--- src/rtl/spi_word_slave.sv ---
`timescale 1ns/1ps
// SPI slave that moves one WIDTH-bit word per transfer slot. It has a
// single-entry TX holding register and a single RX output register. All
// SPI pins are resynchronised into the clk domain.
module spi_word_slave #(
  parameter int WIDTH     = 8,
  parameter int CPOL      = 0,
  parameter int CPHA      = 0,
  parameter int MSB_FIRST = 1
) (
  input  logic             clk,
  input  logic             rst,
  input  logic             sck,
  input  logic             ssel,
  input  logic             mosi,
  output logic             miso,
  input  logic [WIDTH-1:0] tx_data,
  input  logic             tx_valid,
  output logic             tx_ready,
  output logic [WIDTH-1:0] rx_data,
  output logic             rx_valid,
  input  logic             rx_ready,
  output logic             rx_overrun,
  output logic             tx_underrun,
  output logic             busy
);

  localparam int             CW   = $clog2(WIDTH);
  localparam logic [CW-1:0]  LAST = CW'(WIDTH - 1);

  typedef enum logic {ST_IDLE, ST_ACTIVE} state_t;

  state_t           r_state;
  state_t           w_state_nxt;

  logic [2:0]       r_sck_sync;
  logic [2:0]       r_ssel_sync;
  logic [1:0]       r_mosi_sync;

  logic [CW-1:0]    r_bit_cnt;
  logic             r_wrapped;
  logic [WIDTH-1:0] r_rx_shift;
  logic [WIDTH-1:0] r_rx_data;
  logic             r_rx_valid;
  logic             r_rx_overrun;

  logic [WIDTH-1:0] r_hold;
  logic             r_hold_full;
  logic [WIDTH-1:0] r_tx_shift;
  logic             r_tx_underrun;

  logic             w_sck_rise;
  logic             w_sck_fall;
  logic             w_ssel_fall;
  logic             w_lead;
  logic             w_trail;
  logic             w_active;
  logic             w_en;
  logic             w_stop;
  logic             w_start;
  logic             w_sample;
  logic             w_shift;
  logic             w_wrap;
  logic             w_load;
  logic             w_mosi;
  logic             w_tx_wr;
  logic [WIDTH-1:0] w_rx_next;
  logic [WIDTH-1:0] w_tx_shifted;

  // ---------------------------------------------------------------------
  // Input synchronisers
  // ---------------------------------------------------------------------
  always_ff @(posedge clk) begin
    if (rst) begin
      r_sck_sync  <= '0;
      r_ssel_sync <= '0;
      r_mosi_sync <= '0;
    end else begin
      r_sck_sync  <= {r_sck_sync[1:0], sck};
      r_ssel_sync <= {r_ssel_sync[1:0], ssel};
      r_mosi_sync <= {r_mosi_sync[0], mosi};
    end
  end

  assign w_sck_rise  =  r_sck_sync[1]  & ~r_sck_sync[2];
  assign w_sck_fall  = ~r_sck_sync[1]  &  r_sck_sync[2];
  assign w_ssel_fall = ~r_ssel_sync[1] &  r_ssel_sync[2];
  assign w_mosi      =  r_mosi_sync[1];

  // ---------------------------------------------------------------------
  // Select/transfer FSM
  // ---------------------------------------------------------------------
  always_ff @(posedge clk) begin
    if (rst) begin
      r_state <= ST_IDLE;
    end else begin
      r_state <= w_state_nxt;
    end
  end

  // Entry requires a seen falling edge, so a select held low through reset
  // stays ignored until it has been observed high.
  always_comb begin
    w_state_nxt = r_state;
    case (r_state)
      ST_IDLE:   if (w_ssel_fall)    w_state_nxt = ST_ACTIVE;
      ST_ACTIVE: if (r_ssel_sync[1]) w_state_nxt = ST_IDLE;
      default:                       w_state_nxt = ST_IDLE;
    endcase
  end

  always_comb begin
    w_active = (r_state == ST_ACTIVE);
    busy     = w_active;
  end

  // ---------------------------------------------------------------------
  // Edge classification
  // ---------------------------------------------------------------------
  always_comb begin
    w_lead   = (CPOL == 0) ? w_sck_rise : w_sck_fall;
    w_trail  = (CPOL == 0) ? w_sck_fall : w_sck_rise;
    w_en     = w_active & ~r_ssel_sync[1];
    w_stop   = w_active &  r_ssel_sync[1];
    w_start  = (r_state == ST_IDLE) & w_ssel_fall;
    w_sample = w_en & ((CPHA == 0) ? w_lead  : w_trail);
    w_shift  = w_en & ((CPHA == 0) ? w_trail : w_lead);
    w_wrap   = w_sample & (r_bit_cnt == LAST);
  end

  assign w_load = (CPHA == 0) ? (w_start | (w_shift & r_wrapped))
                              : (w_shift & (r_bit_cnt == '0));

  // ---------------------------------------------------------------------
  // Bit counter and word-boundary tracking
  // ---------------------------------------------------------------------
  always_ff @(posedge clk) begin
    if (rst || !w_en) begin
      r_bit_cnt <= '0;
    end else if (w_sample) begin
      r_bit_cnt <= (r_bit_cnt == LAST) ? '0 : r_bit_cnt + CW'(1);
    end
  end

  // Remembers that the last sample closed a word, so the following shift
  // edge becomes the reload point in CPHA=0 mode.
  always_ff @(posedge clk) begin
    if (rst || !w_en) begin
      r_wrapped <= 1'b0;
    end else if (w_wrap) begin
      r_wrapped <= 1'b1;
    end else if (w_shift) begin
      r_wrapped <= 1'b0;
    end
  end

  // ---------------------------------------------------------------------
  // Receive path
  // ---------------------------------------------------------------------
  assign w_rx_next = (MSB_FIRST != 0) ? {r_rx_shift[WIDTH-2:0], w_mosi}
                                      : {w_mosi, r_rx_shift[WIDTH-1:1]};

  always_ff @(posedge clk) begin
    if (rst || !w_en) begin
      r_rx_shift <= '0;
    end else if (w_sample) begin
      r_rx_shift <= w_rx_next;
    end
  end

  always_ff @(posedge clk) begin
    if (rst) begin
      r_rx_data    <= '0;
      r_rx_valid   <= 1'b0;
      r_rx_overrun <= 1'b0;
    end else begin
      r_rx_overrun <= 1'b0;
      if (w_wrap) begin
        r_rx_data    <= w_rx_next;
        r_rx_valid   <= 1'b1;
        r_rx_overrun <= r_rx_valid & ~rx_ready;
      end else if (r_rx_valid && rx_ready) begin
        r_rx_valid   <= 1'b0;
      end
    end
  end

  assign rx_data    = r_rx_data;
  assign rx_valid   = r_rx_valid;
  assign rx_overrun = r_rx_overrun;

  // ---------------------------------------------------------------------
  // Transmit path
  // ---------------------------------------------------------------------
  assign w_tx_wr      = tx_valid & ~r_hold_full;
  assign w_tx_shifted = (MSB_FIRST != 0) ? {r_tx_shift[WIDTH-2:0], 1'b0}
                                         : {1'b0, r_tx_shift[WIDTH-1:1]};

  // A write landing in the same cycle as a load only fills the holding
  // register; the load itself sees it empty and underruns.
  always_ff @(posedge clk) begin
    if (rst) begin
      r_hold        <= '0;
      r_hold_full   <= 1'b0;
      r_tx_shift    <= '0;
      r_tx_underrun <= 1'b0;
    end else begin
      r_tx_underrun <= w_load & ~r_hold_full;
      if (w_tx_wr) begin
        r_hold <= tx_data;
      end
      if (w_load && r_hold_full) begin
        r_hold_full <= 1'b0;
      end else if (w_tx_wr) begin
        r_hold_full <= 1'b1;
      end
      if (w_load) begin
        r_tx_shift <= r_hold_full ? r_hold : '0;
      end else if (w_shift) begin
        r_tx_shift <= w_tx_shifted;
      end else if (w_stop) begin
        r_tx_shift <= '0;
      end
    end
  end

  assign tx_ready    = ~r_hold_full;
  assign tx_underrun = r_tx_underrun;

  always_comb begin
    miso = 1'b0;
    if (w_active) begin
      miso = (MSB_FIRST != 0) ? r_tx_shift[WIDTH-1] : r_tx_shift[0];
    end
  end

endmodule

--- config.mk ---
export PLATFORM = sky130hd
export DESIGN_NAME = spi_word_slave
export DESIGN_NICKNAME = d
export VERILOG_FILES = /design/src/rtl/spi_word_slave.sv
export SDC_FILE = /design/constraint.sdc
export NUM_CORES = 1
export LEC_CHECK = 0
export CAP_MARGIN = 20
export CORE_ASPECT_RATIO = 0.6
export CORE_MARGIN = 5
export CORE_UTILIZATION = 56
export DETAILED_ROUTE_END_ITERATION = 12
export HOLD_SLACK_MARGIN = 0.02
export PLACE_DENSITY = 0.83
export RECOVER_POWER = 50
export SYNTH_ARGS = -nofsm -noshare
export SYNTH_HDL_FRONTEND = slang
export SYNTH_SLANG_ARGS = --single-unit
--- constraint.sdc ---
create_clock -name clk -period 3.6 [get_ports clk]
set_input_delay 0.9 -clock clk [delete_from_list [all_inputs] [get_ports clk]]
set_output_delay 0.9 -clock clk [all_outputs]
set_load 0.05 [all_outputs]
After elaboration in Yosys (flattened, before gate mapping)
Index checks and enable logic that the tools add are counted.
{"block": "totals", "elab_cells": 59, "in_bits": 15, "reg_bits": 48}
{"block": "classes", "n_eq_ne": 1, "addsub": 1, "bitwise_logic": 21, "n_mux": 13, "n_reduce_logical": 9}
{"operator": "$mux 8", "n": 4}
{"operator": "$and 1x1->1", "n": 13}
{"operator": "$mux 1", "n": 7}
{"operator": "$not 1->1", "n": 7}
{"operator": "$reduce_bool 2->1", "n": 2}
{"operator": "$reduce_or 2->1", "n": 2}
{"operator": "$add 3x1->3 const B", "n": 1}
{"operator": "$eq 3x3->1 const B", "n": 1}
{"operator": "$mux 3", "n": 1}
{"operator": "$reduce_bool 3->1", "n": 1}
{"operator": "$logic_and 1x1->1", "n": 2}
{"operator": "$pmux 1 s2", "n": 1}
{"operator": "$logic_not 1->1", "n": 1}
{"operator": "$logic_or 1x1->1", "n": 1}
{"operator": "$or 1x1->1", "n": 1}

Logic depth before layout (Yosys ltp)
{"block": "depth", "ltp_word": 7, "mapped_depth": 6}

Worst setup path after synthesis
OpenSTA, ideal clock, no wires.
{"block": "synth_timing", "path_type": "register to output", "startpoint": "reg r_state (netlist: busy)", "endpoint": "out miso", "path_stages_with_launch": 3, "n_path_buf": 1, "path_slack_ps": 1421, "arrival_time_ps": 1279, "cell_sequence": "dfxtp_1 buf_4 and2_1"}
{"block": "synth_between", "elab_chain_len": 1}
{"item": "start, declared", "line": "33", "text": "state_t r_state;"}
{"item": "start signal, assigned", "line": "97", "text": "r_state <= w_state_nxt;"}
{"item": "$mux 1", "line": "232", "text": "if (w_active) begin"}
{"item": "end, declared", "line": "16", "text": "output logic miso,"}
Every way passes these cells.

Worst setup path after layout
Ends and elaborated chain as after synthesis.

==> flow_metrics.env <==
export IMPL_status="completed"
export IMPL_overflow=0
export IMPL_finalSetupViolCount=0
export IMPL_async_reset_ff_share_pct=0
export IMPL_cts_setup_buffers=0
export IMPL_clk_latency_ps=290
export IMPL_ys_types=34
export IMPL_synth_nets=218
export IMPL_coreArea_sq_mm=0.00320
export IMPL_hpwl_microns=2520
export IMPL_fin_crit_ps=2670
export IMPL_hold_buffers=0
export IMPL_maxSlewHeadroom_pct=36.7
export IMPL_synth_avg_cell_area_sq_um=9.14
export IMPL_synthSimpleGateAreaFrac_pct=21.3
export IMPL_die_h_microns=54.4
export IMPL_cp_max_fo=11
export IMPL_max_cap_violations=0
export IMPL_cp_end_kind="output pin"
export IMPL_ant_nets=0
export IMPL_grt_pass1_vias=1343
export IMPL_io_buffers=28
export IMPL_rsz0062_at_grt="false"
export IMPL_synth_mux_area_fraction_pct=4.36
export IMPL_synth_area_leaders="dfxtp_1 52%, nand2_1 6.1%, a21oi_1 5.4%"
export IMPL_synth_seq_cells=48
export IMPL_yosysTopAreaCell="dfxtp_1"
export IMPL_drc=0
export IMPL_path_class="flip-flop to output pin"
export IMPL_layout_common_cells="48 x dfxtp_1, 30 x nand2_1, 27 x clkdlybuf4s50_1"
export IMPL_cts_max_level=2
export IMPL_placedCellCount=265
export IMPL_final_nets=244
export IMPL_drive_above_1_share_pct=3.95
export IMPL_syn_to_final_growth_pct=20.1
export IMPL_synthFlopType="dfxtp_1"
export IMPL_die_area_sq_mm=0.00456
export IMPL_design_area_sq_mm=0.00221
export IMPL_antenna_cells=0
export IMPL_r2r_slack_ps=1750
export IMPL_grt_max_degree=23
export IMPL_fin_skew_ps=8.23
export IMPL_peakVddDrop_mv=0.273
export IMPL_synth_xor_area_share_pct=0
export IMPL_maxSlewViolCount=0
export IMPL_fin_cells=273
export IMPL_clk_pin_slew_ps=80
export IMPL_period_share_pct=74.1
export IMPL_vias=1432
export IMPL_synth_adder_area_share_pct=1.36
export IMPL_startpoint="busy"
export IMPL_synth_area_sq_mm=0.00184
export IMPL_wl_per_cell_microns=12.6
export IMPL_crit_arrival_ps=1770
export IMPL_dr_first_iter_drc_count=109
export IMPL_power_uw=920
export IMPL_yosys_warnings=0
export IMPL_holdCritPathClass="flip-flop to flip-flop"
export IMPL_grt_usage_pct=16.6
export IMPL_min_from="r_ssel_sync[0]"
export IMPL_worstMarginPinSlew_ps=949
export IMPL_ys_seq_area_share_pct=52.3
export IMPL_synth_top_family_by_area="simple AND/OR/NAND/NOR gates"
export IMPL_leakagePower_uw=0.000765
export IMPL_die_w_microns=83.9
export IMPL_fmax_ghz=0.375
export IMPL_synth_edf_count=0
export IMPL_crit_required_ps=2700
export IMPL_cts_buffers=5
export IMPL_root_buffer="clkbuf_8"
export IMPL_io_pins=29
export IMPL_drt_pre_antenna_iters=4
export IMPL_finalCoreUtilization_pct=68.9
export IMPL_synth_cells=201
export IMPL_start_util_pct=57.3
export IMPL_synth_compound_area_share_pct=14.7
export IMPL_tritoncts="done"
export IMPL_cts_resized=0
export IMPL_antenna_found_initial=0
export IMPL_cp_start_kind="flip-flop"
export IMPL_r2r_start="busy"
export IMPL_hold_viol_final=0
export IMPL_viasPerCell=5.25
export IMPL_cts_buffer_depth=2
export IMPL_final_common_cell="dfxtp_1"
export IMPL_gp_congestion=0.850
export IMPL_clkSinkCount=48
export IMPL_num_rows=16
export IMPL_fin_tns_setup_ps=0
export IMPL_place_area_sq_mm=0.00212
export IMPL_synth_top_cell_area_share_pct=52.3
export IMPL_wl_microns=3430
export IMPL_grt_pass1_wl_microns=5960
export IMPL_power_density_mw_per_mm2=417
## cells in the mapped netlist, types with 2 or more instances
library cell	number
nor2_1	11
nand3_1	15
o211ai_1	2
and2b_1	2
o21ai_0	8
a21oi_1	20
nor2b_1	9
dfxtp_1	48
mux2i_1	8
inv_1	11
buf_2	3
ha_1	2
buf_4	3
nand2_1	30
o221ai_1	7
clkbuf_1	3
nand2b_1	2
## layer usage
metal / part of all wire (%) / global-route usage (%) / wire length (microns) / up-vias
met5: 0 / 0 / 0 / -
met4: 0.73 / 5.61 / 25 / 0
met3: 6.2 / 5.71 / 212 / 4
met2: 41 / 24.9 / 1410 / 37
met1: 52 / 22.7 / 1780 / 656
li1: - / - / - / 735
## state kept, by name (all words and copies together), names as in the netlist
name	flops
r_hold	8
r_tx_shift	8
rx_data	8
r_rx_shift	7
r_bit_cnt	3
r_sck_sync	3
r_ssel_sync	3
r_mosi_sync	2
busy	1
r_hold_full	1
r_wrapped	1
rx_overrun	1
rx_valid	1
tx_underrun	1
## cell families after synthesis
logic type,count (synthesis)
AND/OR/NAND/NOR,78
AO/OA/AOI/OAI,42
adder cells (fa/ha/maj),2
buffers and inverters,23
flip-flops,48
multiplexers,8
## critical path: stages, from the launching register on
cell and delay [ps]:
dfxtp_1 500, and2_1 190, clkdlybuf4s50_1 800
## power breakdown
part	internal (uW)	leakage (uW)	switching (uW)	total, uW
clock	157	0.0000455	156	313
combinational	29.5	0.000330	28.3	57.9
sequential	541	0.000390	8.20	549
## worst paths after layout
kind,end,cells past startpoint
max,miso,2
min,r_ssel_sync[1],1
max reg2reg,r_bit_cnt[0],3
min reg2reg,r_ssel_sync[1],1
## stage by stage
| step | worst slack [ps] | hold WS (ps) |
|---|---|---|
| floorplan | 1420 | 414 |
| global placement | 1250 | 418 |
| detailed placement | 1220 | 429 |
| CTS | 900 | 447 |
| global route | 843 | 467 |
| finish | 932 | 443 |
## cell type report
type / instances / area (sq um)
Fill cell: 274 / 997
Tap cell: 45 / 56.3
Timing Repair Buffer: 30 / 292
Multi-Input combinational cell: 130 / 762
Clock buffer: 8 / 90.1
Inverter: 12 / 45.0
Sequential cell: 48 / 961
Note: power is estimated with default switching activity, not from simulation.
